--- src/rtl/vga_pkg.sv ---
// Shared VGA timing defaults, polarity encodings and the sync/active bundle
// carried through the output delay line.
package vga_pkg;

    localparam int unsigned DEF_H_ACTIVE = 640;
    localparam int unsigned DEF_H_FP     = 16;
    localparam int unsigned DEF_H_SYNC   = 96;
    localparam int unsigned DEF_H_BP     = 48;
    localparam int unsigned DEF_V_ACTIVE = 480;
    localparam int unsigned DEF_V_FP     = 10;
    localparam int unsigned DEF_V_SYNC   = 2;
    localparam int unsigned DEF_V_BP     = 33;

    localparam bit SYNC_NEG = 1'b0;
    localparam bit SYNC_POS = 1'b1;

    function automatic int unsigned axis_total(
        input int unsigned active,
        input int unsigned fp,
        input int unsigned sync,
        input int unsigned bp
    );
        return active + fp + sync + bp;
    endfunction

    localparam int unsigned DEF_H_TOTAL = axis_total(DEF_H_ACTIVE, DEF_H_FP, DEF_H_SYNC, DEF_H_BP);
    localparam int unsigned DEF_V_TOTAL = axis_total(DEF_V_ACTIVE, DEF_V_FP, DEF_V_SYNC, DEF_V_BP);

    // Pin-level bundle: hs/vs already carry the configured polarity.
    typedef struct packed {
        logic hs;
        logic vs;
        logic act;
    } sync_bundle_t;

endpackage

--- src/rtl/vga_timing_gen_delay_line.sv ---
// Enabled shift register with a synchronous reset value; DEPTH = 0 is a
// plain combinational pass-through.
module delay_line #(
    parameter int unsigned W     = 1,
    parameter int unsigned DEPTH = 1
) (
    input  logic         clk,
    input  logic         rst,
    input  logic         en,
    input  logic [W-1:0] rst_val,
    input  logic [W-1:0] d,
    output logic [W-1:0] q
);

    if (DEPTH == 0) begin : g_bypass
        logic unused_bypass;
        assign unused_bypass = ^{clk, rst, en, rst_val};
        assign q = d;
    end else begin : g_shift
        logic [W-1:0] stage_q [DEPTH];
        logic [W-1:0] stage_d [DEPTH];

        always_comb begin
            for (int unsigned i = 0; i < DEPTH; i++) begin
                stage_d[i] = stage_q[i];
            end
            if (en) begin
                stage_d[0] = d;
                for (int unsigned i = 1; i < DEPTH; i++) begin
                    stage_d[i] = stage_q[i-1];
                end
            end
        end

        always_ff @(posedge clk) begin
            if (rst) begin
                for (int unsigned i = 0; i < DEPTH; i++) begin
                    stage_q[i] <= rst_val;
                end
            end else begin
                for (int unsigned i = 0; i < DEPTH; i++) begin
                    stage_q[i] <= stage_d[i];
                end
            end
        end

        assign q = stage_q[DEPTH-1];
    end

endmodule

--- src/rtl/vga_timing_gen.sv ---
// Parametrised VGA raster generator: x/y/frame counters, sync/active decodes
// delayed to match the fetch pipeline, and per-tick line/frame event pulses.
module vga_timing_gen
    import vga_pkg::*;
#(
    parameter int unsigned H_ACTIVE = DEF_H_ACTIVE,
    parameter int unsigned H_FP     = DEF_H_FP,
    parameter int unsigned H_SYNC   = DEF_H_SYNC,
    parameter int unsigned H_BP     = DEF_H_BP,
    parameter int unsigned V_ACTIVE = DEF_V_ACTIVE,
    parameter int unsigned V_FP     = DEF_V_FP,
    parameter int unsigned V_SYNC   = DEF_V_SYNC,
    parameter int unsigned V_BP     = DEF_V_BP,
    parameter bit          H_POL    = SYNC_NEG,
    parameter bit          V_POL    = SYNC_NEG,
    parameter int unsigned CW       = 10,
    parameter int unsigned PIPE     = 2,
    parameter int unsigned FW       = 16
) (
    input  logic          clk,
    input  logic          rst,
    input  logic          pix_en,
    output logic [CW-1:0] x,
    output logic [CW-1:0] y,
    output logic          h_sync,
    output logic          v_sync,
    output logic          active,
    output logic          line_end,
    output logic          animate,
    output logic          frame_end,
    output logic [FW-1:0] frame
);

    localparam int unsigned H_TOTAL = axis_total(H_ACTIVE, H_FP, H_SYNC, H_BP);
    localparam int unsigned V_TOTAL = axis_total(V_ACTIVE, V_FP, V_SYNC, V_BP);
    localparam int unsigned HS_BEG  = H_ACTIVE + H_FP;
    localparam int unsigned HS_END  = H_ACTIVE + H_FP + H_SYNC;
    localparam int unsigned VS_BEG  = V_ACTIVE + V_FP;
    localparam int unsigned VS_END  = V_ACTIVE + V_FP + V_SYNC;

    if (CW >= 32 || H_TOTAL > (32'd1 << CW) || V_TOTAL > (32'd1 << CW) || PIPE > 8)
    begin : g_bad_cfg
        $fatal(1, "vga_timing_gen: CW too small for the totals or PIPE > 8");
    end

    logic [CW-1:0] x_q, x_d;
    logic [CW-1:0] y_q, y_d;
    logic [FW-1:0] frame_q, frame_d;
    logic          x_last, y_last, y_anim;
    logic          hs_raw, vs_raw, act_raw;
    sync_bundle_t  raw_s, idle_s, dly_s;

    assign x_last = (32'(x_q) == H_TOTAL - 1);
    assign y_last = (32'(y_q) == V_TOTAL - 1);
    assign y_anim = (32'(y_q) == V_ACTIVE - 1);

    always_comb begin
        x_d     = x_q;
        y_d     = y_q;
        frame_d = frame_q;
        if (pix_en) begin
            if (x_last) begin
                x_d = '0;
                if (y_last) begin
                    y_d     = '0;
                    frame_d = frame_q + FW'(1);
                end else begin
                    y_d = y_q + CW'(1);
                end
            end else begin
                x_d = x_q + CW'(1);
            end
        end
    end

    always_ff @(posedge clk) begin
        if (rst) begin
            x_q     <= '0;
            y_q     <= '0;
            frame_q <= '0;
        end else begin
            x_q     <= x_d;
            y_q     <= y_d;
            frame_q <= frame_d;
        end
    end

    always_comb begin
        hs_raw  = (32'(x_q) >= HS_BEG) && (32'(x_q) < HS_END);
        vs_raw  = (32'(y_q) >= VS_BEG) && (32'(y_q) < VS_END);
        act_raw = (32'(x_q) < H_ACTIVE) && (32'(y_q) < V_ACTIVE);

        raw_s.hs   = hs_raw ? H_POL : ~H_POL;
        raw_s.vs   = vs_raw ? V_POL : ~V_POL;
        raw_s.act  = act_raw;

        idle_s.hs  = ~H_POL;
        idle_s.vs  = ~V_POL;
        idle_s.act = 1'b0;
    end

    // Polarity is applied before the delay so the reset value is simply "idle pins".
    delay_line #(
        .W     (3),
        .DEPTH (PIPE)
    ) u_dly (
        .clk     (clk),
        .rst     (rst),
        .en      (pix_en),
        .rst_val (idle_s),
        .d       (raw_s),
        .q       (dly_s)
    );

    always_comb begin
        line_end  = 1'b0;
        animate   = 1'b0;
        frame_end = 1'b0;
        if (pix_en && !rst && x_last) begin
            line_end  = 1'b1;
            animate   = y_anim;
            frame_end = y_last;
        end
    end

    assign x      = x_q;
    assign y      = y_q;
    assign frame  = frame_q;
    assign h_sync = dly_s.hs;
    assign v_sync = dly_s.vs;
    assign active = dly_s.act;

endmodule

--- config.mk ---
export PLATFORM = sky130hd
export DESIGN_NAME = vga_timing_gen
export DESIGN_NICKNAME = d
export VERILOG_FILES = /design/src/rtl/vga_pkg.sv /design/src/rtl/vga_timing_gen_delay_line.sv /design/src/rtl/vga_timing_gen.sv
export SDC_FILE = /design/constraint.sdc
export NUM_CORES = 1
export LEC_CHECK = 0
export CORE_UTILIZATION = 51
export CTS_CLUSTER_SIZE = 14
export DETAILED_ROUTE_END_ITERATION = 12
export HOLD_SLACK_MARGIN = 0.12
export MAX_ROUTING_LAYER = met4
export PLACE_DENSITY = 0.81
export SYNTH_ARGS = -nofsm -noshare
export SYNTH_HDL_FRONTEND = slang
export SYNTH_HIERARCHICAL = 1
export SYNTH_SLANG_ARGS = --single-unit
--- constraint.sdc ---
create_clock -name clk -period 2.8 [get_ports clk]
set_input_delay 0.84 -clock clk [delete_from_list [all_inputs] [get_ports clk]]
set_output_delay 0.84 -clock clk [all_outputs]
set_load 0.005 [all_outputs]
==> flow_metrics.env <==
export IMPL_outcome="completed"
export IMPL_dp_cells=353
export IMPL_cts_tree="yes"
export IMPL_switchingPower_mw=0.2545
export IMPL_gp_congestion=0.8445
export IMPL_relSlewSlack_pct=64.30
export IMPL_antenna_found_initial=0
export IMPL_cap_violations=0
export IMPL_utilization_pct=72.96
export IMPL_synthArstFlopShare_pct=0
export IMPL_area_growth_pct=34.10
export IMPL_finalSetupViolations=0
export IMPL_stdcell_count=363
export IMPL_syn_instance_count=249
export IMPL_ys_types=39
export IMPL_rsz0062_at_grt="no"
export IMPL_synth_area_sq_um=2223
export IMPL_synth_edf_count=6
export IMPL_path_max_fanout=2
export IMPL_yosys_register_bits=42
export IMPL_synth_main_ff_cell="dfxtp_1"
export IMPL_diodes=0
export IMPL_place_hpwl_mm=3.687
export IMPL_cts_buffer_depth=2
export IMPL_avgSynthCellArea_sq_um=8.929
export IMPL_nNetsFinal=321
export IMPL_first_pass_iters=4
export IMPL_die_area_sq_um=4627
export IMPL_clkPwrFrac_pct=45.5
export IMPL_grt_pass1_wl_mm=8.804
export IMPL_path_clk_slew_ns=0.08
export IMPL_whs_ns=0.4922
export IMPL_globalRouteTotalUtil_pct=26.09
export IMPL_die_x_um=68.03
export IMPL_clk_latency_ns=0.30
export IMPL_core_region_area_sq_um=4086
export IMPL_cp_start_kind="primary input"
export IMPL_hold_viol=0
export IMPL_grt_max_degree=38
export IMPL_initial_core_util_pct=54.41
export IMPL_num_rows=23
export IMPL_critPathArrivalTime_ns=1.95
export IMPL_tightest_slew_ns=0.5340
export IMPL_vdd_ir_drop_max_uv=325.6
export IMPL_netSwitchingFraction_pct=20.16
export IMPL_p_int_mw=1.008
export IMPL_htreeDepth=2
export IMPL_finClkSkew_ns=0.009042
export IMPL_slew_viol_final=0
export IMPL_synth_yosys_warnings=6
export IMPL_drtIter0Drc=122
export IMPL_seqPwrFrac_pct=49.7
export IMPL_grt_pass1_vias=1938
export IMPL_via_count=2130
export IMPL_post_route_drc_count=0
export IMPL_p_leak_nw=1.016
export IMPL_wirelength_mm=5.505
export IMPL_ios=45
export IMPL_post_drt_wl_per_cell_um=15.17
export IMPL_port_buffers=44
export IMPL_final_min_clock_period_ns=2.790
export IMPL_p_comb_share_pct=4.9
export IMPL_crit_type="in -> out"
export IMPL_drive_gt1_share_pct=15.34
export IMPL_cts_root_buf="clkbuf_8"
export IMPL_clock_sinks=42
export IMPL_overflow=0
export IMPL_power_density_nw_per_um2=423.4
export IMPL_crit_path_end_kind="output pin"
export IMPL_timing_final_crit_share_pct=99.63
export IMPL_cp_required_ns=1.96
export IMPL_viasPerCell=5.868
export IMPL_synth_seq_area_share_pct=40.52
export IMPL_min_path_type="reg -> reg"
export IMPL_die_h_um=68.03
export IMPL_antenna_left=0
export IMPL_cts_buffers_inserted=5
export IMPL_total_power_mw=1.262
export IMPL_clock_fmax_mhz=358.5
-- cells by family (layout without fill, tap and decap cells) --
group	count (synthesis)	after routing	share of synthesized area [%]
muxes	9	9	5.515
AOI/OAI and AO/OA	48	48	13.00
xor gates and xnor gates	10	10	3.939
adders and majority gates	6	6	3.376
buffers and inverters	25	85	5.177
DFF	42	42	40.52
and+or+nand+nor	107	107	28.14
other	2	6	0.3378
-- worst paths after layout --
kind	start	end	slack (ns)	cells after the start
max	pix_en	animate	0.01	6
min	frame[12]$_SDFFE_PP0P_	frame[12]$_SDFFE_PP0P_	0.49	2
max reg2reg	x[1]$_SDFFE_PP0P_	frame[15]$_SDFFE_PP0P_	0.50	8
min reg2reg	frame[12]$_SDFFE_PP0P_	frame[12]$_SDFFE_PP0P_	0.49	2
-- Yosys cell counts, drive strengths merged (2+ instances only) --
master,number,share of area [%]
xnor2,6,2.4
mux2,8,5.1
nor3,10,2.5
or3,7,2.0
and4,3,1.2
conb,2,0.34
nand4,13,3.7
and3,3,0.84
and2,4,1.1
o31ai,15,5.1
inv,9,1.5
clkbuf,9,1.5
nand3,11,2.5
dfxtp,36,32
nor4b,2,1.5
edfxtp,6,8.1
o21ai,7,1.6
a21oi,23,5.2
nor2b,2,0.56
xor2,4,1.6
nand2,15,2.5
buf,7,2.1
or4,16,5.4
nor2,16,2.7
ha,6,3.4
-- sequential cells by signal, summed over array words and instances, names as in the netlist --
signal and cells:
u_dly/g_shift.stage_q 6, frame 16, x 10, y 10
-- layout make-up --
| cell class | count | area (sq um) |
|---|---|---|
| multi-input combinational | 186 | 1244 |
| fill | 306 | 1105 |
| sequential | 42 | 900.9 |
| timing repair buffer | 68 | 608.1 |
| clock buffer | 5 | 68.82 |
| clock inverter | 3 | 63.81 |
| tap | 50 | 62.56 |
| inverter | 9 | 33.78 |
-- worst max-delay path: stages --
cell and delay [ns]:
dlygate4sd2_1 0.22, and4_4 0.22, nand4_1 0.12, buf_4 0.18, nor3_2 0.13, clkdlybuf4s15_1 0.23
-- per-layer routing --
metal	up-vias	routed length, um	track usage [%]
met3	10	308	5.000
met4	0	87	10.16
met1	1006	2426	31.44
met5	-	0	-
met2	72	2683	42.65
li1	1042	-	-
-- through the flow --
step	setup TNS (ns)	area, sq um	setup slack (ns)
floorplan	0	2238	0.1085
global placement	-2.119	2825	-0.5598
detailed placement	-2.442	2825	-0.5698
CTS	0	2984	0.009907
global route	0	2982	0.0002589
finish	0	2982	0.01049
-- repair_timing --
| action | in CTS | in global routing |
|---|---|---|
| gates cloned | 0 | 0 |
| buffers inserted | 2 | 0 |
| setup endpoints to repair | 3 | 2 |
| hold buffers | 0 | 0 |
| pin swaps | 2 | 2 |
| gates resized for setup | 13 | 3 |
-- cell usage in the layout, fill, tap and decap left out, types with 7 or more instances in the layout --
cell / count
nor2_1: 15
a21oi_1: 23
or3_1: 7
or4_1: 16
clkdlybuf4s50_1: 39
nor3_1: 7
nand4_1: 13
nand3_1: 11
o21ai_0: 7
o31ai_1: 15
nand2_1: 15
buf_4: 24
dfxtp_1: 36
inv_1: 9
-- power groups by stage --
stage          registers, mW  clock network (mW)  logic, mW
4_1_cts                0.627               0.577     0.0614
3_3_place_gp           0.640                   0     0.0598
5_1_grt                0.629               0.599     0.0674
2_1_floorplan          0.642                   0     0.0317
3_5_place_dp           0.641                   0     0.0617
6_report               0.627               0.574     0.0612
Note: power is estimated with default switching activity, not from simulation.
==> RTL change 1, RTL diff (config.mk and constraints unchanged) <==
Set the parameter `PIPE` to 4 (it was 2).
--- a/src/rtl/vga_timing_gen.sv
+++ b/src/rtl/vga_timing_gen.sv
@@ -14,7 +14,7 @@
     parameter bit          H_POL    = SYNC_NEG,
     parameter bit          V_POL    = SYNC_NEG,
     parameter int unsigned CW       = 10,
-    parameter int unsigned PIPE     = 2,
+    parameter int unsigned PIPE     = 4,
     parameter int unsigned FW       = 16
 ) (
     input  logic          clk,
Behaviour: not the same (Yosys sat finds a counterexample within 4 cycles, from zero or initial values and one cycle with rst high).
==> RTL change 1 against the unedited design <==
  * Wire length up 4.9%
  * Sequential cell count rose by 6
  * Critical path type unchanged
  * Maximum frequency is 2.7% higher
  * Synthesized cell count increased by 5.2%
  * Worst setup slack improved by 0.073 ns
  * Critical endpoint is now line_end
  * Power is 5.1% higher
  * Synthesized area is 14% higher
  * Cell area is 11% higher
  * Combinational power grew 37%
==> RTL change 1: results (changes against the unedited design) <==
Largest net degree at the start of global routing: 30 (-21%)
Nets@finish: 341 (+6.2%)
Library cells used by synthesis: 40 (+2.6%)
Internal power: 1.04 mW (+3.5%)
VDD IR max: 0.238 mV (-27%)
Multiplexer share of the synthesized area: 0.0752 (+0.0201)
Placer Congestion: 0.794 (-6.0%)
DR iter-0 viols: 149 (+22%)
Global Route Usage Sum: 0.232 (-0.0293)
Clock Skew: 0.00390 ns (-0.00514 ns)
Drt first pass iters: 4 (unchanged)
Synth Area in XOR/XNOR: 0.0346 (-0.00476)
Status: complete, no violations
CP Data Arrival Time: 1.88 ns (-0.07 ns)
Drt total wl: 5770 um (+4.9%)
Share of layout cells above drive strength 1: 0.180 (+0.0268)
Top post-synthesis cells by count: dfxtp_1, a21oi_1, nand2_1, nor2_1
Register area share after synthesis: 0.428 (+0.0223)
Port buffer count: 44 (unchanged)
Slowest cell on crit path: and4_4
P_seq: 0.738 mW (+18%)
Most area-consuming cells after synthesis: dfxtp_1, edfxtp_1, mux2_4
DPL Wire Length: 3860 um (+4.6%)
Global-route wire length before repair: 9140 um (+3.8%)
Vias in the first global route: 2008 (+3.6%)
Total number of vias: 2259 (+6.1%)
Fillers: 384 (+25%)
H-tree Lvls: 2 (unchanged)
Overall power: 1.33 mW (+5.1%)
-- RTL change 1: worst paths after layout --
check                  from  cells after the start         to
setup / recovery     pix_en                      7   line_end
hold reg to reg   frame[15]                      2  frame[15]
hold / removal    frame[15]                      2  frame[15]
setup reg to reg       x[0]                      9       y[8]
-- RTL change 1: cell type report --
| type | instances | area share |
|---|---|---|
| timing repair buffer | 70 | 0.190 |
| multi-input combinational | 198 | 0.414 |
| sequential | 48 | 0.327 |
| clock inverter | 3 | 0.0129 |
| clock buffer | 5 | 0.0208 |
| tap | 67 | 0.0253 |
| inverter | 9 | 0.0102 |
-- RTL change 1: per-stage QoR --
stage | hold WS [ns] | util | area, um2 | worst slack, ns | std cells
detailed placement | 0.477 | 0.663 | 3150 | -0.587 | 387
global placement | 0.472 | 0.663 | 3150 | -0.631 | 387
CTS | 0.491 | 0.694 | 3300 | 0.0823 | 399
finish | 0.492 | 0.696 | 3310 | 0.0831 | 400
floorplan | 0.468 | - | 2570 | 0.146 | 272
global route | 0.535 | 0.696 | 3310 | -0.0146 | 400
-- RTL change 1: cell families after synthesis --
family / count (synthesis)
and+or+nand+nor: 106
AOI/OAI and AO/OA: 50
DFF: 48
buffers and inverters: 26
muxes: 14
xor gates and xnor gates: 10
adders and majority gates: 6
other: 2
-- RTL change 1: repair_timing --
item	4_1_cts	5_1_grt
endpoints found under the hold margin	0	0
gates resized for setup	19	1
buffers inserted	4	1
hold buffers	0	0
pin swaps	5	0
endpoints found under the setup margin	3	1
-- RTL change 1: metal layers --
metal | vias up | wire [um] | global-route usage
li1 | 1102 | - | -
met1 | 1085 | 2610 | 0.290
met2 | 63 | 2810 | 0.372
met3 | 9 | 242 | 0.0319
met4 | 0 | 108 | 0.107
met5 | - | 0 | -
==> RTL change 2, RTL diff (same flow settings) <==
Without the edit above. Reset style: asynchronous (`rst`), changed in one clocked block. Comments in the files are not updated.
--- a/src/rtl/vga_timing_gen.sv
+++ b/src/rtl/vga_timing_gen.sv
@@ -73,7 +73,7 @@
         end
     end
 
-    always_ff @(posedge clk) begin
+    always_ff @(posedge clk or posedge rst) begin
         if (rst) begin
             x_q     <= '0;
             y_q     <= '0;
Behaviour: differs if rst is asserted again (counterexample within 4 cycles, from zero or initial values and one cycle with rst high); with rst held inactive, the same outputs for 10 cycles.
==> RTL change 2 against the unedited design <==
  * Synthesized area is 1.9% higher
  * Synthesized cell count down 18%
  * Critical path type is now reg2out
  * Sequential cell count unchanged
  * Cell area grew 7.7%
  * The flow now finishes with violations (negative setup slack)
  * Wire length is essentially flat
  * Worst setup slack worse by 0.061 ns
  * Clock skew shrank 0.0067 ns
  * Highest routed layer unchanged
  * Critical endpoint is now line_end
  * Largest cell class unchanged
Power is not compared: it rests on default switching activity, and its combinational part moved more than twofold at a synthesized area within 25%.
==> RTL change 2: results (changes against the unedited design) <==
Status: finished with violations
Die ar.: 4710 um2 (+1.8%)
Postcts setup bufs: 13 (+11)
Register area share after synthesis: 0.477 (+0.0722)
Setup-violating endpoint count in the final report: 1 (+1)
DPL Wire Length: 3660 um (-0.75%)
Placer Congestion: 0.863 (+2.1%)
Worst hold stages: 1 (-1)
Via/cell ratio: 5.42 (-7.7%)
Global-route wire length before repair: 8780 um (-0.24%)
Met3 wire length: 264 um (-14%)
Violated checks: negative setup slack
Clock Skew: 0.00235 ns (-0.00669 ns)
Top post-synthesis cells by count: dfrtp_1, nand2_1, xor2_1, nor2_1, xnor2_1
Met2 WL: 2590 um (-3.6%)
Vias in the first global route: 1815 (-6.3%)
Syn Inst Count: 203 (-18%)
M1 wire length: 2460 um (+1.4%)
Grt met1 use: 0.335 (+0.0207)
Library cells used by synthesis: 46 (+18%)
Pre-CTS setup slack: -0.792 ns (-0.222 ns)
Global Route Usage Sum: 0.269 (+0.00839)
Fin Setup TNS: -0.0501 ns (-0.0501 ns)
Setup ws final: -0.0501 ns (-0.0606 ns)
DR iter-0 viols: 140 (+15%)
CP max FO: 3 (+1)
Asr flop ratio synth: 0.857 (+0.857)
Dpl cell area: 2990 um2 (+5.9%)
Nets@finish: 307 (-4.4%)
Worst Reg-to-Reg Cells: 14 (+6)
GR Util met3: 0.0576 (+0.00757)
Wire per inst: 15.8 um (+4.0%)
Crit path max-delay family: simple AND/OR/NAND/NOR gates
CTS resizes: 21 (+8)
Share of layout cells above drive strength 1: 0.281 (+0.128)
CP Data Arrival Time: 2.01 ns (+0.06 ns)
Total number of vias: 1891 (-11%)
-- RTL change 2: kinds of logic after synthesis --
kind of cell	Yosys count	synth area share
AND/OR/NAND/NOR	90	0.252
AO/OA/AOI/OAI	12	0.0348
XOR/XNOR	27	0.104
flip-flops	42	0.477
other	2	0.00332
buffers and inverters	14	0.0354
multiplexers	10	0.0591
adder cells (fa/ha/maj)	6	0.0331
-- RTL change 2: layout make-up --
type                    count  area (um2)
multi-input cells         151        1170
flip-flops and latches     42        1080
fillers                   280         933
repair buffers             90         779
clock buffers               7        86.3
well taps                  50        62.6
inverters                   8        30.0
clock inverters             1        5.00
-- RTL change 2: path summary, 6_finish.rpt --
check	to	slack, ns	start
min in group asynchronous	x[5]	1.21	rst
min reg2reg	frame[15]	0.47	frame[15]
max	line_end	-0.05	x[5]
max reg2reg	y[4]	0.10	x[5]
min	frame[15]	0.47	frame[15]
max in group asynchronous	frame[8]	1.39	rst
